File: src/rtl/vga_timing_gen.sv
// Parametrised VGA timing generator: 12-bit H/V counters, one-clock request stage, PIX_LAT-deep host wait.
// Define VGA_TESTPATTERN_EN to add iTP_En, which swaps host colour for 8 colour bars with a white border.
module vga_timing_gen #(
  parameter int H_SYNC  = 96,
  parameter int H_BACK  = 48,
  parameter int H_ACT   = 640,
  parameter int H_FRONT = 16,
  parameter int V_SYNC  = 2,
  parameter int V_BACK  = 33,
  parameter int V_ACT   = 480,
  parameter int V_FRONT = 10,
  parameter bit HS_POL  = 1'b0,
  parameter bit VS_POL  = 1'b0,
  parameter int COLOR_W = 10,
  parameter int PIX_LAT = 1
) (
  input  logic               iCLK,
  input  logic               iRST,
`ifdef VGA_TESTPATTERN_EN
  input  logic               iTP_En,
`endif
  input  logic [COLOR_W-1:0] iRed,
  input  logic [COLOR_W-1:0] iGreen,
  input  logic [COLOR_W-1:0] iBlue,
  output logic               oReq,
  output logic [10:0]        oCoord_X,
  output logic [10:0]        oCoord_Y,
  output logic               oFrame_Start,
  output logic               oLine_Start,
  output logic [COLOR_W-1:0] oVGA_R,
  output logic [COLOR_W-1:0] oVGA_G,
  output logic [COLOR_W-1:0] oVGA_B,
  output logic               oVGA_H_SYNC,
  output logic               oVGA_V_SYNC,
  output logic               oVGA_BLANK,
  output logic               oVGA_SYNC,
  output logic               oVGA_CLOCK
);
  localparam int H_TOT = H_SYNC + H_BACK + H_ACT + H_FRONT;
  localparam int V_TOT = V_SYNC + V_BACK + V_ACT + V_FRONT;
  localparam int H_A0  = H_SYNC + H_BACK;
  localparam int V_A0  = V_SYNC + V_BACK;

  logic [11:0] h_q, h_d, v_q, v_d;
  logic        hs_act, vs_act, active;
  logic        req_q, fs_q, ls_q;
  logic [10:0] cx_q, cy_q;
  logic [2:0]  dly_q [0:PIX_LAT];
  logic [2:0]  tap;
  logic        hs_o_q, vs_o_q, blank_q;
  logic [COLOR_W-1:0] r_q, g_q, b_q;
  logic [COLOR_W-1:0] src_r, src_g, src_b;

  always_comb begin
    h_d = h_q + 12'd1;
    v_d = v_q;
    if (h_q == 12'(H_TOT - 1)) begin
      h_d = '0;
      v_d = (v_q == 12'(V_TOT - 1)) ? '0 : v_q + 12'd1;
    end
  end

  assign hs_act = h_q < 12'(H_SYNC);
  assign vs_act = v_q < 12'(V_SYNC);
  assign active = (h_q >= 12'(H_A0)) && (h_q < 12'(H_A0 + H_ACT)) &&
                  (v_q >= 12'(V_A0)) && (v_q < 12'(V_A0 + V_ACT));

  always_ff @(posedge iCLK) begin
    if (iRST) begin
      h_q   <= '0;
      v_q   <= '0;
      req_q <= 1'b0;
      fs_q  <= 1'b0;
      ls_q  <= 1'b0;
      cx_q  <= '0;
      cy_q  <= '0;
    end else begin
      h_q   <= h_d;
      v_q   <= v_d;
      req_q <= active;
      fs_q  <= (h_q == 12'd0) && (v_q == 12'd0);
      ls_q  <= active && (h_q == 12'(H_A0));
      if (active) begin
        cx_q <= 11'(h_q - 12'(H_A0));
        cy_q <= 11'(v_q - 12'(V_A0));
      end
    end
  end

  // {hs, vs, active}: entry 0 is aligned with oReq, the tap with host colour arrival
  always_ff @(posedge iCLK) begin
    if (iRST) begin
      for (int i = 0; i <= PIX_LAT; i++) dly_q[i] <= '0;
    end else begin
      dly_q[0] <= {hs_act, vs_act, active};
      for (int i = 1; i <= PIX_LAT; i++) dly_q[i] <= dly_q[i-1];
    end
  end
  assign tap = dly_q[PIX_LAT];

`ifdef VGA_TESTPATTERN_EN
  logic                 tp_en_q;
  logic [2:0]           bar;
  logic [3*COLOR_W:0]   tp_cur, tp_tap;
  logic [COLOR_W-1:0]   tp_r, tp_g, tp_b;

  always_ff @(posedge iCLK) begin
    if (iRST) tp_en_q <= 1'b0;
    else      tp_en_q <= iTP_En;
  end

  always_comb begin
    bar = 3'd0;
    for (int k = 1; k < 8; k++)
      if (cx_q >= 11'(k * H_ACT / 8)) bar = 3'(k);
    tp_r = bar[2] ? '1 : '0;
    tp_g = bar[1] ? '1 : '0;
    tp_b = bar[0] ? '1 : '0;
    if (cx_q == 11'd0 || cx_q == 11'(H_ACT - 1) || cy_q == 11'd0 || cy_q == 11'(V_ACT - 1)) begin
      tp_r = '1;
      tp_g = '1;
      tp_b = '1;
    end
    tp_cur = {tp_en_q, tp_r, tp_g, tp_b};
  end

  if (PIX_LAT == 0) begin : g_tp_nodly
    assign tp_tap = tp_cur;
  end else begin : g_tp_dly
    logic [3*COLOR_W:0] tp_dly_q [0:PIX_LAT-1];
    always_ff @(posedge iCLK) begin
      if (iRST) begin
        for (int i = 0; i < PIX_LAT; i++) tp_dly_q[i] <= '0;
      end else begin
        tp_dly_q[0] <= tp_cur;
        for (int i = 1; i < PIX_LAT; i++) tp_dly_q[i] <= tp_dly_q[i-1];
      end
    end
    assign tp_tap = tp_dly_q[PIX_LAT-1];
  end

  assign src_r = tp_tap[3*COLOR_W] ? tp_tap[3*COLOR_W-1:2*COLOR_W] : iRed;
  assign src_g = tp_tap[3*COLOR_W] ? tp_tap[2*COLOR_W-1:COLOR_W]   : iGreen;
  assign src_b = tp_tap[3*COLOR_W] ? tp_tap[COLOR_W-1:0]           : iBlue;
`else
  assign src_r = iRed;
  assign src_g = iGreen;
  assign src_b = iBlue;
`endif

  // RGB is gated by the delayed active flag so porches and sync stay black at the DAC
  always_ff @(posedge iCLK) begin
    if (iRST) begin
      hs_o_q  <= ~HS_POL;
      vs_o_q  <= ~VS_POL;
      blank_q <= 1'b0;
      r_q     <= '0;
      g_q     <= '0;
      b_q     <= '0;
    end else begin
      hs_o_q  <= tap[2] ? HS_POL : ~HS_POL;
      vs_o_q  <= tap[1] ? VS_POL : ~VS_POL;
      blank_q <= tap[0];
      r_q     <= tap[0] ? src_r : '0;
      g_q     <= tap[0] ? src_g : '0;
      b_q     <= tap[0] ? src_b : '0;
    end
  end

  assign oReq         = req_q;
  assign oCoord_X     = cx_q;
  assign oCoord_Y     = cy_q;
  assign oFrame_Start = fs_q;
  assign oLine_Start  = ls_q;
  assign oVGA_R       = r_q;
  assign oVGA_G       = g_q;
  assign oVGA_B       = b_q;
  assign oVGA_H_SYNC  = hs_o_q;
  assign oVGA_V_SYNC  = vs_o_q;
  assign oVGA_BLANK   = blank_q;
  assign oVGA_SYNC    = 1'b0;
  assign oVGA_CLOCK   = iCLK;
endmodule

File: config.mk
export PLATFORM = sky130hd
export DESIGN_NAME = vga_timing_gen
export DESIGN_NICKNAME = d
export VERILOG_FILES = /design/src/rtl/vga_timing_gen.sv
export SDC_FILE = /design/constraint.sdc
export NUM_CORES = 1
export LEC_CHECK = 0
export BUFFER_PORTS_ARGS = -buffer_cell sky130_fd_sc_hd__buf_2
export CAP_MARGIN = 15
export CORE_MARGIN = 2
export CORE_UTILIZATION = 55
export DETAILED_ROUTE_END_ITERATION = 12
export PLACE_DENSITY = 0.82
export RECOVER_POWER = 100
export SKIP_LAST_GASP = 1
export SYNTH_ARGS = -nofsm -noshare
export SYNTH_HDL_FRONTEND = slang
export SYNTH_SLANG_ARGS = --single-unit
File: constraint.sdc
create_clock -name iCLK -period 3.15 [get_ports iCLK]
set_input_delay 0.1575 -clock iCLK [delete_from_list [all_inputs] [get_ports iCLK]]
set_output_delay 0.1575 -clock iCLK [all_outputs]
set_load 0.005 [all_outputs]
=== After elaboration in Yosys (flattened, before gate mapping) ===
Memories as Yosys holds them, arrays and structs flattened.
Index checks and enable logic that the tools add are counted.

* Add/sub/neg operators: 4
* Eq/ne operators: 3
* Bitwise logic cells: 3
* Muxes and demuxes: 8
* Divide/modulo/power cells: 0
* Shifts and indexed selects: 0
* $mul: 0
* Reductions and logical operators: 9
* Order comparisons: 6

{| class="wikitable"
|+ Operator list
! cell !! number
|-
| $add A12 B1 Y12 const B || 2
|-
| $eq A12 B10 Y1 const B || 2
|-
| $logic_not A12 Y1 || 2
|-
| $lt A12 B10 Y1 const B || 2
|-
| $eq A12 B8 Y1 const B || 1
|-
| $ge A12 B6 Y1 const B || 1
|-
| $ge A12 B8 Y1 const B || 1
|-
| $lt A12 B2 Y1 const B || 1
|-
| $lt A12 B7 Y1 const B || 1
|-
| $mux W12 || 1
|-
| $sub A11 B6 Y11 const B || 1
|-
| $sub A11 B8 Y11 const B || 1
|-
| $mux W3 || 2
|-
| $logic_and A1 B1 Y1 || 5
|-
| $mux W1 || 5
|-
| $reduce_or A2 Y1 || 2
|-
| $or A1 B1 Y1 || 2
|-
| $not A1 Y1 || 1
|}

* Register bits after elaboration: 82
* Memory bits (writable): 6
* Logic and storage cells: 47
* Input port bits: 32
* Output and inout port bits: 60
* Bits in latches: 0
* ROM bits: 0
* Memories: 1

{| class="wikitable"
|+ Memory list
! memory !! depth !! bits a word !! read ports !! clocked after Yosys merged registers in !! write ports !! line !! text
|-
| dly_q || 2 || 3 || 2 || 0 || 2 || 48 || <nowiki>logic [2:0] dly_q [0:PIX_LAT];</nowiki>
|}

=== Depth between registers and ports, before layout ===
Gate-level depths: netlist of the first run.

* Depth in word-level cells: 5
* Depth in mapped cells: 8
* Depth with buffers taken out: 7

==> results.sh, run 1 <==
export IMPL_p_seq_share_pct=53.9
export IMPL_synth_top_area_share_pct=48.18
export IMPL_grt_max_degree=41
export IMPL_vias_per_cell=5.449
export IMPL_core_um2=6350
export IMPL_die_x_um=85.07
export IMPL_yosysSeqAreaShare_pct=48.18
export IMPL_worst_pin_slew_ns=0.9754
export IMPL_reg2reg_to="v_q[6]"
export IMPL_p_switching_uw=516.8
export IMPL_synth_cells=369
export IMPL_crit_arrival_ns=2.97
export IMPL_cts_hold_repair_buffers=30
export IMPL_cts_setup_buffers=0
export IMPL_dr_pass1_iters=4
export IMPL_setup_violations=0
export IMPL_worstRegToRegCells=6
export IMPL_clkSlewWorstSetupHoldPaths_ns=0.10
export IMPL_cts_tree="yes"
export IMPL_leakagePower_nw=1.761
export IMPL_timing_setup_tns_ns=0
export IMPL_cap_violations=0
export IMPL_clk_latency_ns=0.48
export IMPL_synth_cell_type_count=54
export IMPL_synth_edf_count=0
export IMPL_antenna_found_initial=0
export IMPL_grtUsageMet1_pct=31.51
export IMPL_fin_crit_sh_pct=81.33
export IMPL_r2r_slack_ns=0.59
export IMPL_gr_usage_met2_pct=42.76
export IMPL_ys_warn_count=0
export IMPL_status="complete, no violations"
export IMPL_max_slew_margin_pct=34.97
export IMPL_cp_start_kind="flop"
export IMPL_grt_setup_unrepaired="no"
export IMPL_nets=520
export IMPL_syn_area_per_cell_um2=9.796
export IMPL_crit_path_top_delay_cell="nor2_1"
export IMPL_crit_fanout=19
export IMPL_p_int_mw=1.547
export IMPL_initial_utilization_pct=56.93
export IMPL_grtUsageMet3_pct=6.420
export IMPL_required_ns=3.56
export IMPL_wire_per_inst_um=16.04
export IMPL_postRouteAntennaNets=0
export IMPL_power_total_mw=2.064
export IMPL_area_delta_synth_final_pct=23.88
export IMPL_grt_pass1_vias=2860
export IMPL_min_from="iRST"
export IMPL_drive_above_1_share_pct=19.34
export IMPL_max_freq_ghz=0.3904
export IMPL_die_area_um2=7237
export IMPL_synth_flop_cell="dfxtp_1"
export IMPL_synthArstFlopShare_pct=0
export IMPL_hpwl_um=5653
export IMPL_critPathKind="reg -> reg"
export IMPL_grt_use_total_pct=25.44
export IMPL_cts_resized=0
export IMPL_wirelength_um=9028
export IMPL_fin_skew_ns=0.01280
export IMPL_diodes=0
export IMPL_ys_seq_elements=87
export IMPL_overflow=0
export IMPL_crit_buf_inv=0
export IMPL_drt_iter0_markers=196
export IMPL_hold_class="in -> reg"
export IMPL_grt_pass1_wl_um=14340
export IMPL_port_buffers=90
export IMPL_hold_viol_final=0
export IMPL_slew_violations=0
export IMPL_slowest_delay_ns=0.66
export IMPL_syn_area_um2=3615
export IMPL_whs_endpoint="oVGA_V_SYNC"
export IMPL_vias=3068
export IMPL_io_pin_count=92
export IMPL_swShare_pct=25.04
export IMPL_cp_cell_sequence="ha_1 -> and3_1 -> nand4_1 -> nor2_1 -> nand4b_1 -> a21oi_1"
export IMPL_gp_congestion=0.8379
export IMPL_synth_top_area_cell="dfxtp_1"
export IMPL_power_per_cell_area_nw_per_um2=460.9
export IMPL_grt_busiest_layer="met2"
export IMPL_power_frac_comb_pct=3.9
export IMPL_synth_nets=408
export IMPL_cp_end_kind="flop"
export IMPL_fin_crit_ns=2.562
export IMPL_yosys_top_cells_area="dfxtp_1, and2_1, a21oi_1"
export IMPL_drc=0
export IMPL_reg2reg_from="h_q[0]"
export IMPL_power_frac_clock_pct=42.2
export IMPL_max_vdd_ir_drop_uv=370.9
export IMPL_cpLargestDelayFamily="simple AND/OR/NAND/NOR gates"
export IMPL_fp_row_count=29
export IMPL_whs_path_depth=3
export IMPL_die_h_um=85.07
synth_stat cells (all sizes together) (2+ instances only):
cell type / number
a211oi: 11
a21oi: 36
a31o: 2
a31oi: 5
and2: 31
and3: 5
and4b: 2
buf: 18
clkbuf: 8
dfxtp: 87
ha: 7
inv: 9
nand2: 16
nand2b: 3
nand3: 15
nand3b: 2
nand4: 4
nand4b: 4
nor2: 25
nor2b: 4
nor3: 8
nor3b: 3
nor4: 7
o211ai: 3
o21ai: 18
o31ai: 2
or3: 2
or4: 2
xnor2: 13
xor2: 7
state kept, by name (all words and copies together), names as in the netlist:
register / cells
oFrame_Start: 1
oCoord_X: 11
oVGA_R: 10
oCoord_Y: 11
oVGA_B: 10
oVGA_G: 10
h_q: 12
oVGA_V_SYNC: 1
v_q: 12
oVGA_H_SYNC: 1
dly_q: 6
oVGA_BLANK: 1
oLine_Start: 1
layer usage:
metal  wire (um)  up-vias
met4         115        0
li1            -     1505
met1        3831     1438
met5           0        -
met3         596       12
met2        4485      113
how the worst max path moves through the flow:
stage | from | to | depth (start not counted)
finish | h_q[0] | v_q[6] | 6
global route | h_q[0] | v_q[10] | 6
CTS | v_q[0] | oCoord_X[6] | 7
detailed placement | h_q[4] | oCoord_X[8] | 7
global placement | v_q[0] | oCoord_X[6] | 7
floorplan | iCLK | oVGA_CLOCK | 1
stage by stage:
stage	instances	util [%]	worst slack, ns	hold WS, ns	cell area [um^2]
5_1_grt	563	70.52	0.3558	0.06823	4478
6_report	563	70.52	0.5882	0.06060	4478
4_1_cts	563	71.90	0.9142	0.05860	4566
2_1_floorplan	369	-	1.307	0.2383	3615
3_5_place_dp	514	63.41	0.9568	0.2404	4026
3_3_place_gp	514	63.41	1.041	0.2404	4026
logic make-up (layout without fill, tap and decap cells):
group / after synthesis / after routing / share of synthesized area, %
DFF: 87 / 87 / 48.18
xor gates and xnor gates: 20 / 20 / 4.846
and+or+nand+nor: 135 / 135 / 23.29
buffers and inverters: 36 / 153 / 5.607
adders and majority gates: 7 / 7 / 2.423
AOI/OAI and AO/OA: 83 / 83 / 15.54
other: 1 / 1 / 0.1037
layout by cell type (no fill, tap or decap), drive strengths merged, types with 8 or more instances in the layout:
master and instances:
a211oi 11, a21oi 36, and2 31, buf 60, clkbuf 45, dfxtp 87, dlygate4sd3 30, inv 13
nand2 16, nand3 15, nor2 25, nor3 8, o21ai 18, xnor2 13
worst min-delay path, cell delays in order:
cell and delay [ns]:
buf_2 0.11, clkinv_1 0.16, nand2_1 0.07
area by class of cell:
cell class                 instances  area, um^2
clock inverter                     7       73.82
timing repair buffer             123       728.2
tap                               77       96.34
multi-input combinational        246        1634
sequential                        87        1742
inverter                          10       37.54
clock buffer                      13       166.4
fill                             477        1872
power groups by stage:
stage	registers (mW)	clock network, mW	logic (mW)
floorplan	1.14	0.0206	0.0218
CTS	1.11	0.890	0.0777
global placement	1.14	0.0138	0.0479
global route	1.12	0.937	0.0859
detailed placement	1.14	0.0138	0.0479
finish	1.11	0.871	0.0799
Note: power is estimated with default switching activity, not from simulation.
==> run 2, diff against run 1 <==
--- a/config.mk
+++ b/config.mk
@@ -8,9 +8,9 @@
 export BUFFER_PORTS_ARGS = -buffer_cell sky130_fd_sc_hd__buf_2
 export CAP_MARGIN = 15
 export CORE_MARGIN = 2
-export CORE_UTILIZATION = 55
+export CORE_UTILIZATION = 52
 export DETAILED_ROUTE_END_ITERATION = 12
-export PLACE_DENSITY = 0.82
+export PLACE_DENSITY = 0.78
 export RECOVER_POWER = 100
 export SKIP_LAST_GASP = 1
 export SYNTH_ARGS = -nofsm -noshare
==> constraint.sdc (replaced) <==
create_clock -name iCLK -period 2.41 [get_ports iCLK]
set_input_delay 0.1205 -clock iCLK [delete_from_list [all_inputs] [get_ports iCLK]]
set_output_delay 0.1205 -clock iCLK [all_outputs]
set_load 0.005 [all_outputs]
==> results.sh, run 2 (same netlist as run 1, synthesis figures left out) <==
export IMPL_timing_setup_tns_ns=0
export IMPL_clk_latency_ns=0.47
export IMPL_wire_per_inst_um=16.13
export IMPL_required_ns=2.79
export IMPL_reg2reg_from="h_q[0]"
export IMPL_cp_end_kind="flop"
export IMPL_area_delta_synth_final_pct=27.73
export IMPL_hold_viol_final=0
export IMPL_final_common_cell="dfxtp_1"
export IMPL_drc=0
export IMPL_worstRegToRegCells=8
export IMPL_fp_row_count=30
export IMPL_reg2reg_to="oCoord_Y[5]"
export IMPL_grt_setup_unrepaired="no"
export IMPL_final_util_pct=68.33
export IMPL_crit_buf_inv=2
export IMPL_cp_depth=8
export IMPL_max_slew_margin_pct=31.83
export IMPL_port_buffers=90
export IMPL_crit_path_top_delay_cell="dfxtp_1"
export IMPL_leakagePower_nw=1.821
export IMPL_status="complete, no violations"
export IMPL_r2r_slack_ns=0.28
export IMPL_max_freq_ghz=0.4692
export IMPL_fin_crit_ns=2.131
export IMPL_grt_use_total_pct=25.39
export IMPL_final_cell_mix="dfxtp_1, buf_2, clkbuf_1"
export IMPL_slew_violations=0
export IMPL_fin_skew_ns=0.01149
export IMPL_grt_pass1_vias=2978
export IMPL_startpoint="h_q[0]"
export IMPL_slowest_delay_ns=0.37
export IMPL_setup_violations=0
export IMPL_gp_congestion=0.8540
export IMPL_initial_utilization_pct=53.50
export IMPL_worst_pin_slew_ns=1.023
export IMPL_cts_setup_buffers=0
export IMPL_crit_arrival_ns=2.51
export IMPL_antenna_found_initial=0
export IMPL_cp_cell_sequence="inv_1 -> ha_1 -> nor3b_2 -> nand4b_1 -> clkbuf_1 -> a31oi_4 -> nand2_1 -> o31ai_1"
export IMPL_overflow=0
export IMPL_fin_crit_sh_pct=88.43
export IMPL_postRouteAntennaNets=0
export IMPL_crit_fanout=11
export IMPL_die_area_um2=7634
export IMPL_hold_class="in -> reg"
export IMPL_critPathCapture="oCoord_Y[5]"
export IMPL_cp_start_kind="flop"
export IMPL_fillers=541
export IMPL_cpLargestDelayFamily="compound AO/OA/AOI/OAI gates"
export IMPL_cts_tree="yes"
export IMPL_cap_violations=0
export IMPL_die_h_um=87.38
export IMPL_io_pin_count=92
export IMPL_die_x_um=87.38
export IMPL_drt_iter0_markers=160
export IMPL_power_per_cell_area_nw_per_um2=602.4
export IMPL_dr_pass1_iters=5
export IMPL_clkSlewWorstSetupHoldPaths_ns=0.10
export IMPL_top_regs="h_q: 12 flops, v_q: 12 flops"
export IMPL_critPathKind="reg -> reg"
export IMPL_max_vdd_ir_drop_uv=441.3
export IMPL_grt_max_degree=32
export IMPL_vias_per_cell=5.427
export IMPL_hpwl_um=5780
export IMPL_vias=3153
export IMPL_drive_above_1_share_pct=21.16
export IMPL_core_um2=6756
export IMPL_nets=535
export IMPL_diodes=0
export IMPL_grt_pass1_wl_um=14650
export IMPL_wirelength_um=9373
-- run 2: worst min-delay path by stage --
stage / cells past startpoint / slack (ns) / end / startpoint
after floorplan: 1 / 0.20 / oVGA_CLOCK / iCLK
after global placement: 1 / 0.20 / oVGA_CLOCK / iCLK
after detailed placement: 1 / 0.20 / oVGA_CLOCK / iCLK
after CTS: 2 / 0.04 / dly_q[0][0] / iRST
after global routing: 2 / 0.31 / dly_q[0][3] / iRST
final: 2 / 0.26 / dly_q[0][0] / iRST
-- run 2: power breakdown --
group          leakage [nW]  internal [mW]  switching, mW
registers             0.703           1.45        0.00787
logic                 0.990         0.0612         0.0427
clock network         0.128          0.615          0.607
total                  1.82           2.12          0.658
-- run 2: layer usage --
layer | part of all wire [%] | global-route usage [%] | up-vias
met1 | 44 | 31.91 | 1485
met4 | 1.5 | 10.35 | 0
met5 | 0 | 0 | -
li1 | - | - | 1530
met2 | 47 | 40.29 | 123
met3 | 7.6 | 8.057 | 15
-- run 2: per-stage QoR --
step | hold WS (ns) | cell area, um^2 | instances | setup slack [ns] | total power [mW]
floorplan | 0.2013 | 3615 | 369 | 0.5882 | 1.543
global placement | 0.2034 | 4143 | 532 | 0.1330 | 1.568
detailed placement | 0.2034 | 4143 | 532 | 0.05299 | 1.569
CTS | 0.04353 | 4693 | 581 | 0.03128 | 2.791
global route | 0.3111 | 4617 | 581 | 0.08687 | 2.878
finish | 0.2636 | 4617 | 581 | 0.2788 | 2.781
-- run 2: what timing repair did --
item,4_1_cts,5_1_grt
endpoints found under the hold margin,30,0
hold buffers,30,0
gates resized for setup,0,1
endpoints found under the setup margin,0,11
-- run 2: cell type report --
type                       count  area (um^2)  area share [%]
clock buffer                  13        168.9           3.659
clock inverter                 7        85.08           1.843
inverter                      10        37.54          0.8130
multi-input combinational    246         1654           35.83
sequential                    87         1742           37.72
tap                           80        100.1           2.168
timing repair buffer         138        829.5           17.97
==> run 3, diff against run 2 <==
--- a/config.mk
+++ b/config.mk
@@ -7,11 +7,13 @@
 export LEC_CHECK = 0
 export BUFFER_PORTS_ARGS = -buffer_cell sky130_fd_sc_hd__buf_2
 export CAP_MARGIN = 15
+export CORE_ASPECT_RATIO = 1.25
 export CORE_MARGIN = 2
 export CORE_UTILIZATION = 52
 export DETAILED_ROUTE_END_ITERATION = 12
 export PLACE_DENSITY = 0.78
 export RECOVER_POWER = 100
+export REMOVE_ABC_BUFFERS = 1
 export SKIP_LAST_GASP = 1
 export SYNTH_ARGS = -nofsm -noshare
 export SYNTH_HDL_FRONTEND = slang
==> results.sh, run 3 (same netlist as run 1, synthesis figures left out) <==
export IMPL_grt_pass1_vias=2909
export IMPL_timing_setup_tns_ns=0
export IMPL_grt_pass1_wl_um=14100
export IMPL_fin_crit_ns=2.083
export IMPL_dr_pass1_iters=4
export IMPL_hold_viol_final=0
export IMPL_crit_fanout=31
export IMPL_final_util_pct=67.19
export IMPL_hpwl_um=5728
export IMPL_cp_end_kind="flop"
export IMPL_nets=535
export IMPL_wirelength_um=8722
export IMPL_vias_per_cell=5.169
export IMPL_io_pin_count=92
export IMPL_hold_class="reg -> reg"
export IMPL_fin_crit_sh_pct=86.43
export IMPL_power_total_mw=2.638
export IMPL_max_slew_margin_pct=17.27
export IMPL_gp_congestion=0.8945
export IMPL_slew_violations=0
export IMPL_cts_tree="yes"
export IMPL_vias=3055
export IMPL_overflow=0
export IMPL_fp_row_count=34
export IMPL_whs_path_depth=1
export IMPL_cp_start_kind="input pin"
export IMPL_crit_arrival_ns=2.44
export IMPL_die_h_um=97.22
export IMPL_top_regs="h_q: 12 flops, v_q: 12 flops"
export IMPL_port_buffers=90
export IMPL_grt_use_total_pct=23.19
export IMPL_drive_above_1_share_pct=21.96
export IMPL_setup_violations=0
export IMPL_power_per_cell_area_nw_per_um2=573.3
export IMPL_drc=0
export IMPL_clkSlewWorstSetupHoldPaths_ns=0.09
export IMPL_final_common_cell="dfxtp_1"
export IMPL_initial_utilization_pct=52.78
export IMPL_diodes=0
export IMPL_wire_per_inst_um=14.76
export IMPL_area_delta_synth_final_pct=27.31
export IMPL_postRouteAntennaNets=0
export IMPL_max_vdd_ir_drop_uv=264.3
export IMPL_final_cell_mix="dfxtp_1, buf_2, a21oi_1, clkbuf_1, dlygate4sd3_1"
export IMPL_drt_iter0_markers=102
export IMPL_max_freq_ghz=0.4801
export IMPL_fin_skew_ns=0.009251
export IMPL_cap_violations=0
export IMPL_critPathKind="in -> reg"
export IMPL_die_area_um2=7638
export IMPL_leakagePower_nw=1.844
export IMPL_die_x_um=78.57
export IMPL_worst_pin_slew_ns=1.241
export IMPL_clk_latency_ns=0.47
export IMPL_antenna_found_initial=0
export IMPL_grt_setup_unrepaired="no"
export IMPL_cts_setup_buffers=0
export IMPL_core_um2=6849
export IMPL_status="complete, no violations"
export IMPL_required_ns=2.76
export IMPL_fillers=538
export IMPL_grt_max_degree=32
export IMPL_worstRegToRegCells=7
==> run 3: changes by cell type in the layout (fill, tap and decap cells not counted), sizes merged <==
cell / delta
clkdlybuf4s25: +1
inv: -2
bufinv: -1
clkinv: +2
dlygate4sd3: +1
buf: +9
clkbuf: -10
==> run 3: worst paths after layout <==
| check | startpoint | slack, ns | to |
|---|---|---|---|
| worst max-delay path | iRST | 0.33 | oVGA_R[8] |
| worst max register to register | h_q[5] | 0.34 | oCoord_X[6] |
| worst min-delay path | dly_q[0][5] | 0.37 | oVGA_H_SYNC |
| worst min register to register | dly_q[0][5] | 0.37 | oVGA_H_SYNC |
==> run 3: critical path, stage by stage <==
cell,delay (ns)
dlygate4sd3_1,0.51
buf_2,0.27
clkbuf_1,0.95
nor2b_1,0.11
buf_4,0.26
and2_0,0.20
==> run 3: report_power, final <==
group | total, mW | internal, mW | switching [mW]
clock network | 1.08 | 0.495 | 0.584
registers | 1.45 | 1.45 | 0.00630
logic | 0.106 | 0.0628 | 0.0436
total | 2.64 | 2.00 | 0.634
==> run 3: per-layer routing <==
metal	wire length (um)	vias to the layer above	part of all wire [%]	track usage, %
met3	545	7	6.2	4.833
met1	3929	1396	45	29.09
met2	4153	115	48	38.86
li1	-	1537	-	-
met5	0	-	0	0
met4	93	0	1.1	8.772
==> run 3: metrics by stage <==
stage / instances / cell area, um^2 / hold slack [ns] / setup WS [ns]
6_report: 591 / 4602 / 0.3698 / 0.3269
4_1_cts: 591 / 4681 / 0.3727 / 0.02945
2_1_floorplan: 343 / 3450 / 0.1205 / 0.2525
3_5_place_dp: 541 / 4148 / 0.2034 / 0.01561
5_1_grt: 591 / 4602 / 0.3866 / 0.1225
3_3_place_gp: 541 / 4148 / 0.2034 / 0.1191
==> run 3: cell type report <==
type	instances	area [um^2]	area share [%]
clock inverter	6	53.80	1.169
clock buffer	14	170.2	3.698
multi-input combinational	246	1644	35.73
sequential	87	1742	37.85
tap	90	112.6	2.447
inverter	10	37.54	0.8157
timing repair buffer	138	842.1	18.30
==> run 3: timing repair <==
item                                   CTS  global route
resized for setup                        0             1
endpoints found under the hold margin   31             0
setup endpoints to repair                0            11
hold buffers                            31             0
